$ cat src/rtl/lcd_pkg.sv
// Shared HD44780 command codes and the state/phase encodings used by the
// scene loader and its bus writer.
package lcd_pkg;

   localparam logic [7:0] CMD_FUNC_SET = 8'h38;  // 8-bit bus, 2 lines, 5x8 font
   localparam logic [7:0] CMD_DISP_ON  = 8'h0C;
   localparam logic [7:0] CMD_ENTRY    = 8'h06;
   localparam logic [7:0] CMD_CLEAR    = 8'h01;
   localparam logic [7:0] CMD_CGRAM    = 8'h40;
   localparam logic [7:0] CMD_DDRAM_L0 = 8'h80;
   localparam logic [7:0] CMD_DDRAM_L1 = 8'hC0;

   typedef enum logic [2:0] {
      S_POWER_WAIT,
      S_INIT,
      S_IDLE,
      S_SET_CGRAM,
      S_LOAD_ROWS,
      S_SET_DDRAM,
      S_PLACE
   } state_e;

   typedef enum logic [1:0] {
      PH_IDLE,
      PH_SETUP,
      PH_EN_HIGH,
      PH_WAIT
   } phase_e;

   function automatic logic [7:0] init_cmd(input logic [1:0] idx);
      case (idx)
         2'd0:    return CMD_FUNC_SET;
         2'd1:    return CMD_DISP_ON;
         2'd2:    return CMD_ENTRY;
         default: return CMD_CLEAR;
      endcase
   endfunction

endpackage

$ cat src/rtl/lcd_bus_writer.sv
// Tick-paced single-byte HD44780 write: setup, enable strobe, then settle wait
// (longer after CLEAR). rs/data are held from start until the next start.
module lcd_bus_writer
   import lcd_pkg::*;
#(
   parameter int EN_TICKS       = 1,
   parameter int WAIT_TICKS     = 2,
   parameter int CLR_WAIT_TICKS = 4
) (
   input  logic       clk,
   input  logic       reset,
   input  logic       tick,
   input  logic       start,
   input  logic       rs,
   input  logic [7:0] data,
   output logic       ready,
   output logic       lcd_rs,
   output logic       lcd_en,
   output logic [7:0] lcd_data
);

   phase_e     phase_q, phase_d;
   logic [7:0] cnt_q, cnt_d;
   logic       rs_q, rs_d;
   logic [7:0] data_q, data_d;
   logic       is_clear;

   assign is_clear = !rs_q && (data_q == CMD_CLEAR);

   // NOTE: every signal assigned here gets a default first, so no path leaves
   // a value unassigned and no latch is inferred.
   always_comb begin
      phase_d = phase_q;
      cnt_d   = cnt_q;
      rs_d    = rs_q;
      data_d  = data_q;
      case (phase_q)
         PH_IDLE: if (start) begin
            rs_d    = rs;
            data_d  = data;
            cnt_d   = 8'd0;
            phase_d = PH_SETUP;
         end
         PH_SETUP: if (tick) phase_d = PH_EN_HIGH;
         PH_EN_HIGH: if (tick) begin
            if (cnt_q == 8'(EN_TICKS - 1)) begin
               cnt_d   = 8'd0;
               phase_d = PH_WAIT;
            end else begin
               cnt_d = cnt_q + 8'd1;
            end
         end
         PH_WAIT: if (tick) begin
            if (cnt_q == (is_clear ? 8'(CLR_WAIT_TICKS - 1) : 8'(WAIT_TICKS - 1))) begin
               cnt_d   = 8'd0;
               phase_d = PH_IDLE;
            end else begin
               cnt_d = cnt_q + 8'd1;
            end
         end
         default: phase_d = PH_IDLE;
      endcase
   end

   // NOTE: state registers use non-blocking assignments so every flop samples
   // the pre-edge values, independent of statement order.
   always_ff @(posedge clk) begin
      if (!reset) begin
         phase_q <= PH_IDLE;
         cnt_q   <= 8'd0;
         rs_q    <= 1'b0;
         data_q  <= 8'h00;
      end else begin
         phase_q <= phase_d;
         cnt_q   <= cnt_d;
         rs_q    <= rs_d;
         data_q  <= data_d;
      end
   end

   assign ready    = (phase_q == PH_IDLE);
   assign lcd_en   = (phase_q == PH_EN_HIGH);
   assign lcd_rs   = rs_q;
   assign lcd_data = data_q;

endmodule

$ cat src/rtl/lcd_scene_loader.sv
// HD44780 controller: one-time init, then on request loads a scene of custom
// glyphs from ROM into CGRAM and places them as a tile block on DDRAM.
module lcd_scene_loader
   import lcd_pkg::*;
#(
   parameter int TICK_DIV       = 50000,
   parameter int NUM_GLYPHS     = 8,
   parameter int GLYPHS_PER_ROW = 4,
   parameter int SCENE_W        = 3,
   parameter int EN_TICKS       = 1,
   parameter int WAIT_TICKS     = 2,
   parameter int CLR_WAIT_TICKS = 4,
   parameter int POWER_TICKS    = 40
) (
   input  logic               clk,
   input  logic               reset,
   input  logic               scene_req,
   input  logic [SCENE_W-1:0] scene_sel,
   input  logic [3:0]         col_base,
   output logic               busy,
   output logic               done,
   output logic [SCENE_W+5:0] rom_addr,
   input  logic [7:0]         rom_data,
   output logic               lcd_rs,
   output logic               lcd_rw,
   output logic               lcd_en,
   output logic [7:0]         lcd_data
);

   localparam int TW        = (TICK_DIV > 1) ? $clog2(TICK_DIV) : 1;
   localparam int LOADS     = NUM_GLYPHS * 8;
   localparam int LAST0     = ((NUM_GLYPHS < GLYPHS_PER_ROW) ? NUM_GLYPHS : GLYPHS_PER_ROW) - 1;
   localparam int LAST1     = ((NUM_GLYPHS < 2 * GLYPHS_PER_ROW) ? NUM_GLYPHS : 2 * GLYPHS_PER_ROW) - 1;
   localparam bit TWO_LINES = NUM_GLYPHS > GLYPHS_PER_ROW;

   state_e             state_q, state_d;
   logic [TW-1:0]      tick_cnt_q, tick_cnt_d;
   logic [15:0]        pw_cnt_q, pw_cnt_d;
   logic [6:0]         idx_q, idx_d;
   logic               line_q, line_d;
   logic               issued_q, issued_d;
   logic               rom_pend_q, rom_pend_d;
   logic [SCENE_W-1:0] scene_q, scene_d;
   logic [5:0]         col_q, col_d;
   logic               busy_q, busy_d;
   logic               done_q, done_d;

   logic       tick, want_xfer, wr_start, wr_rs, wr_ready;
   logic [7:0] wr_data;
   logic       unused_rom_bits;

   assign tick            = (tick_cnt_q == TW'(TICK_DIV - 1));
   assign unused_rom_bits = ^rom_data[7:5];

   always_comb begin
      state_d    = state_q;
      tick_cnt_d = tick ? '0 : tick_cnt_q + TW'(1);
      pw_cnt_d   = pw_cnt_q;
      idx_d      = idx_q;
      line_d     = line_q;
      issued_d   = issued_q;
      rom_pend_d = rom_pend_q;
      scene_d    = scene_q;
      col_d      = col_q;
      busy_d     = busy_q;
      done_d     = 1'b0;
      want_xfer  = 1'b0;
      wr_start   = 1'b0;
      wr_rs      = 1'b0;
      wr_data    = 8'h00;

      case (state_q)
         S_POWER_WAIT: if (tick) begin
            if (pw_cnt_q == 16'(POWER_TICKS - 1)) begin
               pw_cnt_d = 16'd0;
               idx_d    = 7'd0;
               state_d  = S_INIT;
            end else begin
               pw_cnt_d = pw_cnt_q + 16'd1;
            end
         end
         S_INIT: begin
            want_xfer = 1'b1;
            wr_data   = init_cmd(idx_q[1:0]);
         end
         S_IDLE: if (scene_req) begin
            scene_d  = scene_sel;
            col_d    = {2'b00, col_base};
            busy_d   = 1'b1;
            idx_d    = 7'd0;
            line_d   = 1'b0;
            issued_d = 1'b0;
            state_d  = S_SET_CGRAM;
         end
         S_SET_CGRAM: begin
            want_xfer = 1'b1;
            wr_data   = CMD_CGRAM;
         end
         S_LOAD_ROWS: begin
            // Address is presented for one clk before the row byte is handed over.
            want_xfer = rom_pend_q;
            wr_rs     = 1'b1;
            wr_data   = {3'b000, rom_data[4:0]};
            if (!issued_q && !rom_pend_q) rom_pend_d = 1'b1;
         end
         S_SET_DDRAM: begin
            want_xfer = 1'b1;
            wr_data   = (line_q ? CMD_DDRAM_L1 : CMD_DDRAM_L0) | {2'b00, col_q};
         end
         S_PLACE: begin
            want_xfer = 1'b1;
            wr_rs     = 1'b1;
            wr_data   = {1'b0, idx_q};
         end
         default: state_d = S_POWER_WAIT;
      endcase

      if (want_xfer && !issued_q && wr_ready) begin
         wr_start   = 1'b1;
         issued_d   = 1'b1;
         rom_pend_d = 1'b0;
      end

      // Writer back in ready after an issued transfer: advance the sequence.
      if (issued_q && wr_ready) begin
         issued_d = 1'b0;
         case (state_q)
            S_INIT: begin
               if (idx_q == 7'd3) begin
                  idx_d   = 7'd0;
                  busy_d  = 1'b0;
                  state_d = S_IDLE;
               end else begin
                  idx_d = idx_q + 7'd1;
               end
            end
            S_SET_CGRAM: begin
               idx_d   = 7'd0;
               state_d = S_LOAD_ROWS;
            end
            S_LOAD_ROWS: begin
               if (idx_q == 7'(LOADS - 1)) begin
                  idx_d   = 7'd0;
                  line_d  = 1'b0;
                  state_d = S_SET_DDRAM;
               end else begin
                  idx_d = idx_q + 7'd1;
               end
            end
            S_SET_DDRAM: begin
               idx_d   = line_q ? 7'(GLYPHS_PER_ROW) : 7'd0;
               state_d = S_PLACE;
            end
            S_PLACE: begin
               if (idx_q == (line_q ? 7'(LAST1) : 7'(LAST0))) begin
                  if (!line_q && TWO_LINES) begin
                     line_d  = 1'b1;
                     state_d = S_SET_DDRAM;
                  end else begin
                     idx_d   = 7'd0;
                     busy_d  = 1'b0;
                     done_d  = 1'b1;
                     state_d = S_IDLE;
                  end
               end else begin
                  idx_d = idx_q + 7'd1;
               end
            end
            default: ;
         endcase
      end
   end

   always_ff @(posedge clk) begin
      if (!reset) begin
         state_q    <= S_POWER_WAIT;
         tick_cnt_q <= '0;
         pw_cnt_q   <= 16'd0;
         idx_q      <= 7'd0;
         line_q     <= 1'b0;
         issued_q   <= 1'b0;
         rom_pend_q <= 1'b0;
         scene_q    <= '0;
         col_q      <= 6'd0;
         busy_q     <= 1'b1;
         done_q     <= 1'b0;
      end else begin
         state_q    <= state_d;
         tick_cnt_q <= tick_cnt_d;
         pw_cnt_q   <= pw_cnt_d;
         idx_q      <= idx_d;
         line_q     <= line_d;
         issued_q   <= issued_d;
         rom_pend_q <= rom_pend_d;
         scene_q    <= scene_d;
         col_q      <= col_d;
         busy_q     <= busy_d;
         done_q     <= done_d;
      end
   end

   lcd_bus_writer #(
      .EN_TICKS       (EN_TICKS),
      .WAIT_TICKS     (WAIT_TICKS),
      .CLR_WAIT_TICKS (CLR_WAIT_TICKS)
   ) u_writer (
      .clk      (clk),
      .reset    (reset),
      .tick     (tick),
      .start    (wr_start),
      .rs       (wr_rs),
      .data     (wr_data),
      .ready    (wr_ready),
      .lcd_rs   (lcd_rs),
      .lcd_en   (lcd_en),
      .lcd_data (lcd_data)
   );

   assign rom_addr = {scene_q, idx_q[5:0]};
   assign busy     = busy_q;
   assign done     = done_q;
   assign lcd_rw   = 1'b0;

endmodule
$ cat config.mk
export PLATFORM = sky130hd
export DESIGN_NAME = lcd_scene_loader
export DESIGN_NICKNAME = d
export VERILOG_FILES = /design/src/rtl/lcd_pkg.sv /design/src/rtl/lcd_bus_writer.sv /design/src/rtl/lcd_scene_loader.sv
export SDC_FILE = /design/constraint.sdc
export NUM_CORES = 1
export LEC_CHECK = 0
export CAP_MARGIN = 20
export CORE_MARGIN = 3
export CORE_UTILIZATION = 55
export DETAILED_ROUTE_END_ITERATION = 10
export PLACE_DENSITY = 0.81
export SLEW_MARGIN = 0
export SYNTH_ARGS = -nofsm -noshare
export SYNTH_HDL_FRONTEND = slang
export SYNTH_SLANG_ARGS = --single-unit
$ cat constraint.sdc
create_clock -name clk -period 2.85 [get_ports clk]
set_clock_uncertainty 0.05 [all_clocks]
set_input_delay 0.4275 -clock clk [delete_from_list [all_inputs] [get_ports clk]]
set_output_delay 0.4275 -clock clk [all_outputs]
set_load 0.1 [all_outputs]
# ---- Word level (Yosys, flattened, before mapping)
# Index checks and enable logic that the tools add are counted.
dict set report op_classes {
  n_reduce_logical 29
  eq_ne 24
  addsub 4
  bitwise_logic 2
  muxes 61
}
# operator count
set op_table {}
lappend op_table {{$mux 7} 9}
lappend op_table {{$mux 8} 5}
lappend op_table {{$pmux 8 s5} 1}
lappend op_table {{$pmux 7 s5} 1}
lappend op_table {{$add 16x1->16 const B} 2}
lappend op_table {{$mux 3} 10}
lappend op_table {{$pmux 8 s3} 1}
lappend op_table {{$mux 1} 18}
lappend op_table {{$pmux 6 s3} 1}
lappend op_table {{$eq 16x16->1 const B} 1}
lappend op_table {{$eq 16x6->1 const B} 1}
lappend op_table {{$mux 16} 1}
lappend op_table {{$pmux 3 s5} 1}
lappend op_table {{$mux 2} 7}
lappend op_table {{$pmux 7 s2} 1}
lappend op_table {{$reduce_and 2->1} 5}
lappend op_table {{$eq 3x3->1 const B} 3}
lappend op_table {{$pmux 3 s3} 1}
lappend op_table {{$add 8x1->8 const B} 1}
lappend op_table {{$eq 8x1->1 const B} 1}
lappend op_table {{$eq 8x8->1} 1}
lappend op_table {{$logic_not 8->1} 1}
lappend op_table {{$ne 2x1->1 const B} 4}
lappend op_table {{$or 8x4->8} 1}
lappend op_table {{23 further kinds} 42}
dict set report word_totals {
  input_bits 18
  elab_cells 135
  out_inout_bits 22
  register_bits 73
}

# ---- Longest topological paths before layout
# Gate-level depths: netlist (run 1).
dict set report logic_depth {
  word_depth 8
  ltp_mapped 8
  depth_no_buf 7
}

# ---- By module
# A second synthesis (run 1) with hierarchy kept.
dict set report unflattened {
  cells_unflattened 509
  hier_area_um2 4180.3
}
# mod area_per_inst_um2 cells_per_inst n_inst seq_area_each_um2
set modules_own_cells {}
lappend modules_own_cells {lcd_scene_loader 3101.7 381 1 1081.0}
lappend modules_own_cells {lcd_bus_writer 1078.5 128 1 380.4}

# ---- Worst setup path after synthesis (run 1)
# OpenSTA, ideal clock, no wires.
dict set report synth_path {
  path_kind {register -> register}
  startpoint {reg u_writer.data_q[0] (netlist: u_writer.lcd_data[0])}
  endpoint {reg u_writer.phase_q[0]}
  path_slack_ns 0.245
  setup_ns 0.116
  arrival_ns 2.439
  stages_incl_launch_ff 6
  t_required_ns 2.684
  path_buffers 0
  cell_sequence {dfxtp_1 -> nor4b_1 -> a31oi_1 -> or3b_2 -> a2111o_1 -> o211a_1}
}
dict set report synth_via {
  elab_chain_cells 6
}
# element line
set synth_lines {}
lappend synth_lines {{start, declared} lcd_bus_writer.sv:25} ;# logic [7:0] data_q, data_d;
lappend synth_lines {{start signal, assigned} lcd_bus_writer.sv:77} ;# data_q <= data_d;
lappend synth_lines {{$eq 8x1->1} lcd_bus_writer.sv:28} ;# assign is_clear = !rs_q && (data_q == CMD_CLEAR);
lappend synth_lines {{$logic_and 1x1->1} lcd_bus_writer.sv:28}
lappend synth_lines {{$mux 2} lcd_bus_writer.sv:54} ;# if (cnt_q == (is_clear ? 8'(CLR_WAIT_TICKS - 1) : 8'(WAIT_TICKS - 1))) begin
lappend synth_lines {{$eq 8x8->1} lcd_bus_writer.sv:54}
lappend synth_lines {{$ne 2x1->1 (no source line)} -}
lappend synth_lines {{$reduce_and 6->1 (no source line)} -}
lappend synth_lines {{end signal, assigned} lcd_bus_writer.sv:74} ;# phase_q <= phase_d;
lappend synth_lines {{end, declared} lcd_bus_writer.sv:22} ;# phase_e phase_q, phase_d;
# No other way between the ends.
# A chain may end at the register's enable or synchronous reset.

# ---- Final worst setup path (run 1)
dict set report layout_path {
  startpoint {reg tick_cnt_q[10]}
  endpoint {reg u_writer.cnt_q[7]}
}
dict set report layout_via {
  elab_chain_cells 3
  elab_cells_between_ends 4
  cone_classes {eq/ne: 3; reduce/logical: 1}
}
# element line
set layout_lines {}
lappend layout_lines {{start, declared} lcd_scene_loader.sv:37} ;# logic [TW-1:0] tick_cnt_q, tick_cnt_d;
lappend layout_lines {{start signal, assigned} lcd_scene_loader.sv:189} ;# tick_cnt_q <= tick_cnt_d;
lappend layout_lines {{$eq 16x16->1 *} lcd_scene_loader.sv:52} ;# assign tick = (tick_cnt_q == TW'(TICK_DIV - 1));
lappend layout_lines {{$ne 2x2->1 (no source line) / $ne 2x1->1 (equally long branches)} -}
lappend layout_lines {{$reduce_and 4->1 (no source line) *} -}
lappend layout_lines {{end signal, assigned} lcd_bus_writer.sv:75} ;# cnt_q <= cnt_d;
lappend layout_lines {{end, declared} lcd_bus_writer.sv:23} ;# logic [7:0] cnt_q, cnt_d;
# Mark *: on every way between the ends. The rest lies on a longest branch, timed or not.

==> qor.csv, run 1 <==
stage;metric;value;unit
clock_network;hold_buf cts;0;
grt;total grt overflow;0;
setup_path;CP required;3060;ps
floorplan;Core Footprint;0.00694;mm²
cells_and_area;layout cell share with drive strength beyond 1;11.4;%
sta;RSZ-0062 raised after global routing;false;
setup_path;crit-path leading delay family;simple AND/OR/NAND/NOR gates;
detailed_routing;initial drt markers;154;
synth;Cell Area, Synth;0.00401;mm²
sta;Hold Violations, Final;0;
setup_path;Critical Path AT;2700;ps
setup_path;crit path capture type;flip-flop;
floorplan;Initial Utilization;57.7;%
synth;library cells used by synthesis;61;
detailed_routing;Routed WL;9080;µm
detailed_routing;DRC;0;
outcome;status;finished clean;
synth;Primary FF master, synth;dfxtp_1;
detailed_routing;Final ANT Viol Nets;0;
synth;syn avg cell area;8.06;µm²
sta;Total Neg Setup Slack;0;ps
setup_path;CP Cell Sequence;or4b_4 -> nor4_4 -> buf_4 -> o2111ai_1 -> or4_1 -> a211oi_1;
setup_path;Worst path slowest cell;or4b_4;
cells_and_area;most common cell after layout, fill and taps aside;dfxtp_1;
sta;Setup-failing EPs final;0;
synth;sequential fraction of the synthesis area;36.5;%
synth;Synth Instances;497;
setup_path;Critical Path Max Stage Delay;560;ps
clock_network;setup bufs post-CTS;0;
clock_network;clock buffer depth;2;
setup_path;CP Class;flip-flop to flip-flop;
synth;Yosys reg bits;73;
cells_and_area;Final Non-Filler Cells;624;
clock_network;CTS Root Cell;clkbuf_8;
cells_and_area;P&R area growth vs syn;14.0;%
grt;initial antenna violation count;0;
cells_and_area;Filler Cell Count;583;
cells_and_area;most frequent cells in the layout;73 x dfxtp_1, 55 x nor2_1, 46 x nand2_1, 35 x buf_4, 31 x a21oi_1;
floorplan;die area;0.00835;mm²
floorplan;# rows;30;
clock_network;CTS sink cnt;73;
flow_run;MaxCap Viol Count;0;
pwr;Max VDD drop;0.299;mV
synth;Ys Warns;0;
detailed_routing;vias per cell;5.90;
synth;Post-synth EDFFs;0;
cells_and_area;antenna cells;0;
pwr;power density over the cells;445;mW/mm²
grt;first-pass GRT wire length;15500;µm
placed_design;input/output buffers;35;
setup_path;startpoint types;flip-flop;
synth;fraction of registers with async set/reset;0;%
grt;Tot GR Track Use;22.1;%
detailed_routing;drt first pass iters;5;
placed_design;Cells after DPL;608;
placed_design;detailed placer's ending HPWL;6630;µm
pwr;Leak Pwr;1.66;nW
sta;final slew viol count;0;
clock_network;Worst-Skew Late Latency;350;ps
sta;Final Critical Period;2490;ps
clock_network;CTS clk-pin slew, worst paths;80;ps
detailed_routing;DR WL/cell;14.5;µm
sta;relative slew slack;54.5;%
floorplan;height of the die;91.4;µm
clock_network;Post-CTS Resized;0;
setup_path;critical path peak fanout;6;
sta;final hold slack;412;ps
clock_network;TritonCTS clock tree;yes;
setup_path;Buf/Inv on CP;1;
cells_and_area;NumNets Final;555;
worst_hold_path;Hold Crit Class;flip-flop to flip-flop;
floorplan;Die W;91.4;µm
synth;Post-Synthesis Net Count;529;
sta;f_max;0.402;GHz
grt;largest net degree at the start of global routing;27;
sta;Final Cycle Share;87.3;%
grt;vias in the first global route;3383;
sta;slew at the pin with the worst max-slew slack;679;ps
clock_network;CTS Buf Count;9;
floorplan;I/O pin count;40;
clock_network;H-tree depth;3;
placed_design;Routability Congestion;0.979;
detailed_routing;total number of vias;3680;
-- layer usage --
layer	vias up	GRT usage [%]	wire [µm]	share of wire (%)
li1	1841	-	-	-
met1	1727	29.8	4240	47
met2	105	35.9	4310	48
met3	7	3.65	443	4.9
met4	0	7.54	76	0.84
met5	-	0	0	0
-- sequential cells by signal, summed over array words and instances, names as in the netlist --
signal	flops
busy	1
col_q	4
done	1
idx_q	7
issued_q	1
line_q	1
pw_cnt_q	16
rom_pend_q	1
scene_q	3
state_q	3
tick_cnt_q	16
u_writer.cnt_q	8
u_writer.lcd_data	8
u_writer.lcd_rs	1
u_writer.phase_q	2
-- layout make-up --
class / count / area (µm²) / area share, %
clock buffers: 9 / 124 / 2.71
clock inverters: 7 / 68.8 / 1.51
inverters: 21 / 78.8 / 1.73
multi-input cells: 369 / 2310 / 50.6
flip-flops and latches: 73 / 1460 / 32.0
well taps: 96 / 120 / 2.63
repair buffers: 49 / 403 / 8.82
-- synth_stat cells (3+ instances only) --
cell type / n / area share (%)
inv_1: 21 / 2.0
nor2b_1: 9 / 1.4
buf_1: 3 / 0.28
a31oi_1: 5 / 0.78
a21oi_1: 31 / 3.9
nor4_1: 9 / 1.4
nor2_1: 55 / 5.2
o31ai_1: 6 / 1.1
a22o_1: 6 / 1.3
mux2i_1: 5 / 1.2
or4_1: 7 / 1.3
xor2_1: 13 / 2.8
o21ai_0: 22 / 2.7
and3_1: 6 / 0.94
nand2_1: 46 / 4.3
nand4_1: 10 / 1.6
ha_1: 14 / 4.4
nand3_1: 20 / 2.5
dfxtp_1: 73 / 36
buf_4: 7 / 1.3
o2111ai_1: 3 / 0.66
a22oi_1: 8 / 1.5
xnor2_1: 9 / 2.0
or3_1: 11 / 1.7
nor4b_1: 3 / 0.66
nor3_1: 15 / 1.9
clkbuf_1: 23 / 2.2
a211oi_1: 13 / 2.4
-- worst min-delay path, stage by stage, from the launching register on --
cell,delay [ps]
dfxtp_1,310
nand2_1,50
a21oi_1,50
-- path summary, 6_finish.rpt --
| kind | startpoint | to | slack, ps | cells past startpoint |
|---|---|---|---|---|
| worst min-delay path | scene_q[1]$_SDFFE_PN0P_ | scene_q[1]$_SDFFE_PN0P_ | 410 | 2 |
| worst max-delay path | tick_cnt_q[10]$_SDFF_PP0_ | u_writer.cnt_q[7]$_SDFFE_PN0P_ | 360 | 6 |
| worst min register to register | scene_q[1]$_SDFFE_PN0P_ | scene_q[1]$_SDFFE_PN0P_ | 410 | 2 |
| worst max register to register | tick_cnt_q[10]$_SDFF_PP0_ | u_writer.cnt_q[7]$_SDFFE_PN0P_ | 360 | 6 |
-- logic make-up (layout without fill, tap and decap cells) --
family          after synthesis  count (layout)  share of synthesized area, %
compound gates              115             115                          19.5
xor+xnor                     22              22                          4.81
fa+ha+maj                    15              15                          4.62
buf+inv                      55              86                          5.84
flops                        73              73                          36.5
mux                           7               7                          1.81
other cells                   1               1                        0.0936
simple gates                209             209                          26.9
-- through the flow --
step	util, %	setup slack [ps]	power, mW	cell area [µm²]
final	65.8	363	2.03	4570
after global routing	65.8	160	2.11	4570
after CTS	65.8	330	2.04	4570
after detailed placement	63.0	353	1.25	4380
after global placement	63.0	405	1.24	4380
after floorplan	-	245	1.19	4010
-- report_power, final --
group          switching [mW]  total (mW)  internal, mW
Sequential             0.0105        1.04          1.03
Combinational           0.117       0.189        0.0720
Clock                   0.403       0.806         0.403
Power figures use the tool's default switching activity.
==> run 2, diff against run 1 <==
- HOLD_SLACK_MARGIN: default -> 0.15
- TNS_END_PERCENT: default -> 1
- clock period: 2.85 -> 2.8 ns (I/O delays scaled with it)
==> qor.csv, run 2 (synthesis results as in run 1) <==
stage;metric;value;unit;change
outcome;status;finished clean;;
floorplan;height of the die;91.4;µm;unchanged
setup_path;CP Class;flip-flop to flip-flop;;
clock_network;TritonCTS clock tree;yes;;
worst_hold_path;Worst Hold Launch;scene_q[1]$_SDFFE_PN0P_;;
detailed_routing;Final ANT Viol Nets;0;;unchanged
sta;slew at the pin with the worst max-slew slack;734;ps;+54.3 ps
clock_network;H-tree depth;3;;unchanged
clock_network;CTS Root Cell;clkbuf_8;;
flow_run;MaxCap Viol Count;0;;unchanged
clock_network;CTS Buf Count;9;;unchanged
detailed_routing;Routed WL;9220;µm;+1.5%
sta;f_max;0.390;GHz;-2.9%
floorplan;Initial Utilization;57.7;%;unchanged
grt;initial antenna violation count;0;;unchanged
cells_and_area;most frequent cells in the layout;73 x dfxtp_1, 55 x nor2_1, 46 x nand2_1, 32 x buf_4, 31 x a21oi_1;;
grt;first-pass GRT wire length;16000;µm;+3.5%
setup_path;Critical Path AT;2740;ps;+40 ps
worst_hold_path;Hold Crit Class;flip-flop to flip-flop;;
sta;Final Critical Period;2560;ps;+75.2 ps
clock_network;Worst-Skew Late Latency;340;ps;about the same
setup_path;CP required;2980;ps;-80 ps
cells_and_area;Filler Cell Count;583;;unchanged
cells_and_area;antenna cells;0;;unchanged
setup_path;reg2reg start;idx_q[3]$_SDFF_PN0_;;
floorplan;die area;0.00835;mm²;unchanged
detailed_routing;initial drt markers;220;;+43%
sta;Setup-failing EPs final;0;;unchanged
sta;relative slew slack;50.6;%;-3.9 points
detailed_routing;drt first pass iters;5;;unchanged
pwr;power density over the cells;492;mW/mm²;+10%
setup_path;R2R Setup Slk;240;ps;-130 ps
setup_path;Critical Path Max Stage Delay;680;ps;+120 ps
detailed_routing;vias per cell;6.00;;+1.7%
detailed_routing;DR WL/cell;14.8;µm;+2.0%
cells_and_area;Multi-input gate area;0.00231;mm²;unchanged
cells_and_area;most common cell after layout, fill and taps aside;dfxtp_1;;
sta;Total Neg Setup Slack;0;ps;unchanged
setup_path;crit path capture type;flip-flop;;
setup_path;crit-path leading delay family;compound AO/OA/AOI/OAI gates;;
setup_path;critical path peak fanout;10;;+4
setup_path;CP Cell Sequence;nor4_1 -> a21boi_0 -> o31ai_1 -> nor2_1 -> a211o_1;;
pwr;Leak Pwr;1.67;nW;+0.65%
floorplan;I/O pin count;40;;unchanged
floorplan;# rows;30;;unchanged
clock_network;hold_buf cts;0;;unchanged
pwr;Max VDD drop;0.320;mV;+7.0%
setup_path;RR Endpoint;idx_q[4]$_SDFF_PN0_;;
clock_network;clock buffer depth;2;;unchanged
clock_network;CTS clk-pin slew, worst paths;80;ps;about the same
floorplan;Core Footprint;0.00694;mm²;unchanged
setup_path;startpoint types;flip-flop;;
placed_design;Cells after DPL;605;;-0.49%
sta;final hold slack;411;ps;-0.451 ps
sta;Final Cycle Share;91.5;%;+4.2 points
sta;Hold Violations, Final;0;;unchanged
placed_design;input/output buffers;35;;unchanged
grt;Tot GR Track Use;23.0;%;+0.86 points
worst_hold_path;Worst Hold Depth;2;;unchanged
floorplan;Die W;91.4;µm;unchanged
placed_design;Routability Congestion;0.914;;-6.6%
clock_network;setup bufs post-CTS;0;;unchanged
setup_path;Reg2Reg Depth;5;;-1
cells_and_area;NumNets Final;552;;-0.54%
cells_and_area;flip-flop and latch area;0.00146;mm²;unchanged
cells_and_area;biggest registers after layout;pw_cnt_q: 16 flops, tick_cnt_q: 16 flops;;
grt;vias in the first global route;3520;;+4.0%
sta;final slew viol count;0;;unchanged
detailed_routing;DRC;0;;unchanged
cells_and_area;layout cell share with drive strength beyond 1;10.5;%;-0.89 points
setup_path;Buf/Inv on CP;0;;-1
worst_hold_path;Hold Path End;scene_q[1]$_SDFFE_PN0P_;;
grt;total grt overflow;0;;unchanged
cells_and_area;Final Non-Filler Cells;621;;-0.48%
placed_design;detailed placer's ending HPWL;6700;µm;+1.0%
grt;largest net degree at the start of global routing;27;;unchanged
sta;RSZ-0062 raised after global routing;false;;
clock_network;CTS sink cnt;73;;unchanged
detailed_routing;total number of vias;3723;;+1.2%
clock_network;Post-CTS Resized;0;;unchanged
cells_and_area;P&R area growth vs syn;14.7;%;
setup_path;Worst path slowest cell;nor4_1;;
==> run 2: cell types whose count changed in the layout (fill, tap and decap cells not counted), sizes merged <==
cell | before | now
buf | 35 | 32
clkbuf | 9 | 12
clkinv | 3 | 0
bufinv | 1 | 3
clkinvlp | 2 | 0
==> run 2: metal layers <==
| metal | vias to the layer above | routed length [µm] | GRT usage, % |
|---|---|---|---|
| met5 | - | 0 | 0 |
| met4 | 0 | 140 | 8.67 |
| met3 | 15 | 377 | 3.23 |
| met2 | 89 | 4520 | 38.2 |
| met1 | 1777 | 4180 | 30.2 |
| li1 | 1842 | - | - |
==> run 2: tightest hold or removal path, delay by kind of cell (launching register included) <==
family / cells / cell delay (ps)
DFF: 1 / 320
AOI/OAI and AO/OA: 1 / 50
and+or+nand+nor: 1 / 50
==> run 2: layout make-up <==
type / instances / area share, %
Clock buffer: 12 / 3.16
Clock inverter: 4 / 2.15
Inverter: 21 / 1.71
Multi-Input combinational cell: 369 / 50.3
Sequential cell: 73 / 31.8
Tap cell: 96 / 2.61
Timing Repair Buffer: 46 / 8.27
==> run 2: report_power, final <==
part           leakage [nW]  switching [mW]  internal, mW  total, mW
Sequential            0.588          0.0119          1.05       1.06
Clock                 0.121           0.389         0.621       1.01
Combinational         0.959           0.118        0.0733      0.192
==> run 2: worst max-delay path by stage <==
stage / from / end / slack, ps / depth (start not counted)
after floorplan: u_writer.lcd_data[0]$_SDFFE_PN0P_ / u_writer.phase_q[0]$_SDFFE_PN0P_ / 190 / 5
after global placement: tick_cnt_q[10]$_SDFF_PP0_ / idx_q[2]$_SDFF_PN0_ / 350 / 5
after detailed placement: tick_cnt_q[10]$_SDFF_PP0_ / u_writer.cnt_q[5]$_SDFFE_PN0P_ / 310 / 5
after CTS: idx_q[3]$_SDFF_PN0_ / idx_q[4]$_SDFF_PN0_ / 260 / 5
after global routing: idx_q[3]$_SDFF_PN0_ / idx_q[4]$_SDFF_PN0_ / 10 / 5
final: idx_q[3]$_SDFF_PN0_ / idx_q[4]$_SDFF_PN0_ / 240 / 5
==> run 2: stage by stage <==
step           instance area, µm²  utilization, %  setup WS [ps]  power (mW)
2_1_floorplan                4010               -            195        1.21
5_1_grt                      4600            66.2           13.9        2.34
6_report                     4600            66.2            237        2.26
4_1_cts                      4600            66.2            260        2.28
3_3_place_gp                 4350            62.7            348        1.26
3_5_place_dp                 4350            62.7            313        1.27
==> run 3, diff against run 2 <==
- PLACE_DENSITY: 0.81 -> default
- PLACE_DENSITY_LB_ADDON: default -> 0.3
==> qor.csv, run 3 (synthesis results as in run 1) <==
stage;metric;value;unit;change
outcome;status;finished clean;;
sta;f_max;0.398;GHz;+2.1%
clock_network;CTS Root Cell;clkbuf_8;;
floorplan;# rows;30;;unchanged
detailed_routing;drt first pass iters;6;;+1
placed_design;Cells after DPL;609;;+0.66%
sta;slew at the pin with the worst max-slew slack;720;ps;-13.8 ps
floorplan;Initial Utilization;57.7;%;unchanged
placed_design;Routability Congestion;0.938;;+2.7%
cells_and_area;most common cell after layout, fill and taps aside;dfxtp_1;;
detailed_routing;met2 wire length;4300;µm;-4.7%
detailed_routing;Max Used Layer;met4;;
cells_and_area;antenna cells;0;;unchanged
clock_network;setup bufs post-CTS;0;;unchanged
grt;largest net degree at the start of global routing;28;;+3.7%
setup_path;startpoint types;flip-flop;;
setup_path;Critical Path AT;2700;ps;-40 ps
cells_and_area;most frequent cells in the layout;73 x dfxtp_1, 55 x nor2_1, 46 x nand2_1, 36 x buf_4, 31 x a21oi_1;;
detailed_routing;Routed WL;9060;µm;-1.7%
cells_and_area;Filler Cell Count;571;;-2.1%
sta;Final Cycle Share;89.7;%;-1.8 points
cells_and_area;layout cell share with drive strength beyond 1;11.5;%;+1.1 points
cells_and_area;P&R area growth vs syn;14.8;%;
cells_and_area;Final Non-Filler Cells;625;;+0.64%
grt;first-pass GRT wire length;15700;µm;-2.0%
detailed_routing;DR WL/cell;14.5;µm;-2.3%
sta;Setup-failing EPs final;0;;unchanged
floorplan;I/O pin count;40;;unchanged
floorplan;Die W;91.4;µm;unchanged
placed_design;input/output buffers;35;;unchanged
setup_path;crit path launch;tick_cnt_q[10]$_SDFF_PP0_;;
clock_network;Worst-Skew Late Latency;350;ps;about the same
sta;RSZ-0062 raised after global routing;false;;
setup_path;crit path capture type;flip-flop;;
sta;Final Critical Period;2510;ps;-51.6 ps
detailed_routing;total number of vias;3617;;-2.8%
worst_hold_path;Worst Hold Launch;col_q[2]$_SDFFE_PN0P_;;
setup_path;Worst path slowest cell;or4_1;;
cells_and_area;Final Util;66.3;%;+0.072 points
worst_hold_path;Hold Crit Class;flip-flop to flip-flop;;
detailed_routing;initial drt markers;199;;-9.5%
clock_network;CTS sink cnt;73;;unchanged
pwr;Max VDD drop;0.225;mV;-30%
sta;final hold slack;409;ps;-2.87 ps
grt;Tot GR Track Use;22.7;%;-0.28 points
pwr;Leak Pwr;1.68;nW;+0.44%
setup_path;critical path peak fanout;7;;-3
detailed_routing;metal3 WL;466;µm;+24%
grt;vias in the first global route;3357;;-4.6%
sta;Hold Violations, Final;0;;unchanged
pwr;Power, Total;2.17;mW;-4.0%
clock_network;H-tree depth;3;;unchanged
grt;total grt overflow;0;;unchanged
cells_and_area;biggest registers after layout;pw_cnt_q: 16 flops, tick_cnt_q: 16 flops;;
floorplan;die area;0.00835;mm²;unchanged
clock_network;CTS Buf Count;9;;unchanged
detailed_routing;Final ANT Viol Nets;0;;unchanged
clock_network;CTS clk-pin slew, worst paths;80;ps;about the same
clock_network;hold_buf cts;0;;unchanged
floorplan;Core Footprint;0.00694;mm²;unchanged
clock_network;TritonCTS clock tree;yes;;
floorplan;height of the die;91.4;µm;unchanged
flow_run;MaxCap Viol Count;0;;unchanged
detailed_routing;DRC;0;;unchanged
pwr;power density over the cells;471;mW/mm²;-4.1%
clock_network;Post-CTS Resized;0;;unchanged
clock_network;clock buffer depth;2;;unchanged
placed_design;detailed placer's ending HPWL;6530;µm;-2.5%
sta;relative slew slack;51.7;%;+1.0 points
cells_and_area;NumNets Final;556;;+0.72%
detailed_routing;vias per cell;5.79;;-3.5%
setup_path;Critical Path Max Stage Delay;580;ps;-100 ps
setup_path;CP Class;flip-flop to flip-flop;;
setup_path;reg2reg start;tick_cnt_q[10]$_SDFF_PP0_;;
sta;Total Neg Setup Slack;0;ps;unchanged
setup_path;CP required;2990;ps;about the same
detailed_routing;routed length on met1;4230;µm;+1.2%
sta;final slew viol count;0;;unchanged
grt;initial antenna violation count;0;;unchanged
setup_path;CP Cell Sequence;or4b_4 -> or4_1 -> o41ai_4 -> nor2_2 -> a221o_1;;
run 3: cell types whose count changed in the layout (fill, tap and decap cells not counted), sizes merged:
cell      previous run  this run
clkbuf              12         9
inv                 22        21
clkinvlp             0         1
clkinv               0         4
buf                 32        36
bufinv               3         2
run 3: per-layer routing:
metal  global-route usage (%)  vias up
met4                     5.65        0
met1                     29.9     1678
met2                     37.0       80
met3                     5.88        5
met5                        0        -
li1                         -     1854
run 3: cell type report:
class / instances / area [µm²] / share of cell area, %
clock buffers: 9 / 124 / 2.69
clock inverters: 7 / 95.1 / 2.07
inverters: 21 / 78.8 / 1.71
multi-input cells: 369 / 2310 / 50.2
flip-flops and latches: 73 / 1460 / 31.8
well taps: 96 / 120 / 2.61
repair buffers: 50 / 410 / 8.92
run 3: report_power, final:
group	internal, mW	switching (mW)	leakage [nW]
clock network	0.501	0.412	0.109
registers	1.05	0.0103	0.588
logic	0.0801	0.118	0.978
total	1.63	0.540	1.68
run 3: worst paths after layout:
check,endpoint,slack [ps],depth (start not counted)
worst max-delay path,idx_q[2]$_SDFF_PN0_,290,5
worst min-delay path,col_q[2]$_SDFFE_PN0P_,410,2
worst max register to register,idx_q[2]$_SDFF_PN0_,290,5
worst min register to register,col_q[2]$_SDFFE_PN0P_,410,2
run 3: worst max-delay path: cells and delay by family (launching register included):
kind            cells  cell delay, ps
flops               1             350
compound gates      2             690
simple gates        3            1300
run 3: metrics by stage:
step | cell area [µm²] | worst slack [ps]
after global placement | 4380 | 359
after global routing | 4600 | 131
after floorplan | 4010 | 195
final | 4600 | 289
after detailed placement | 4380 | 305
after CTS | 4600 | 296
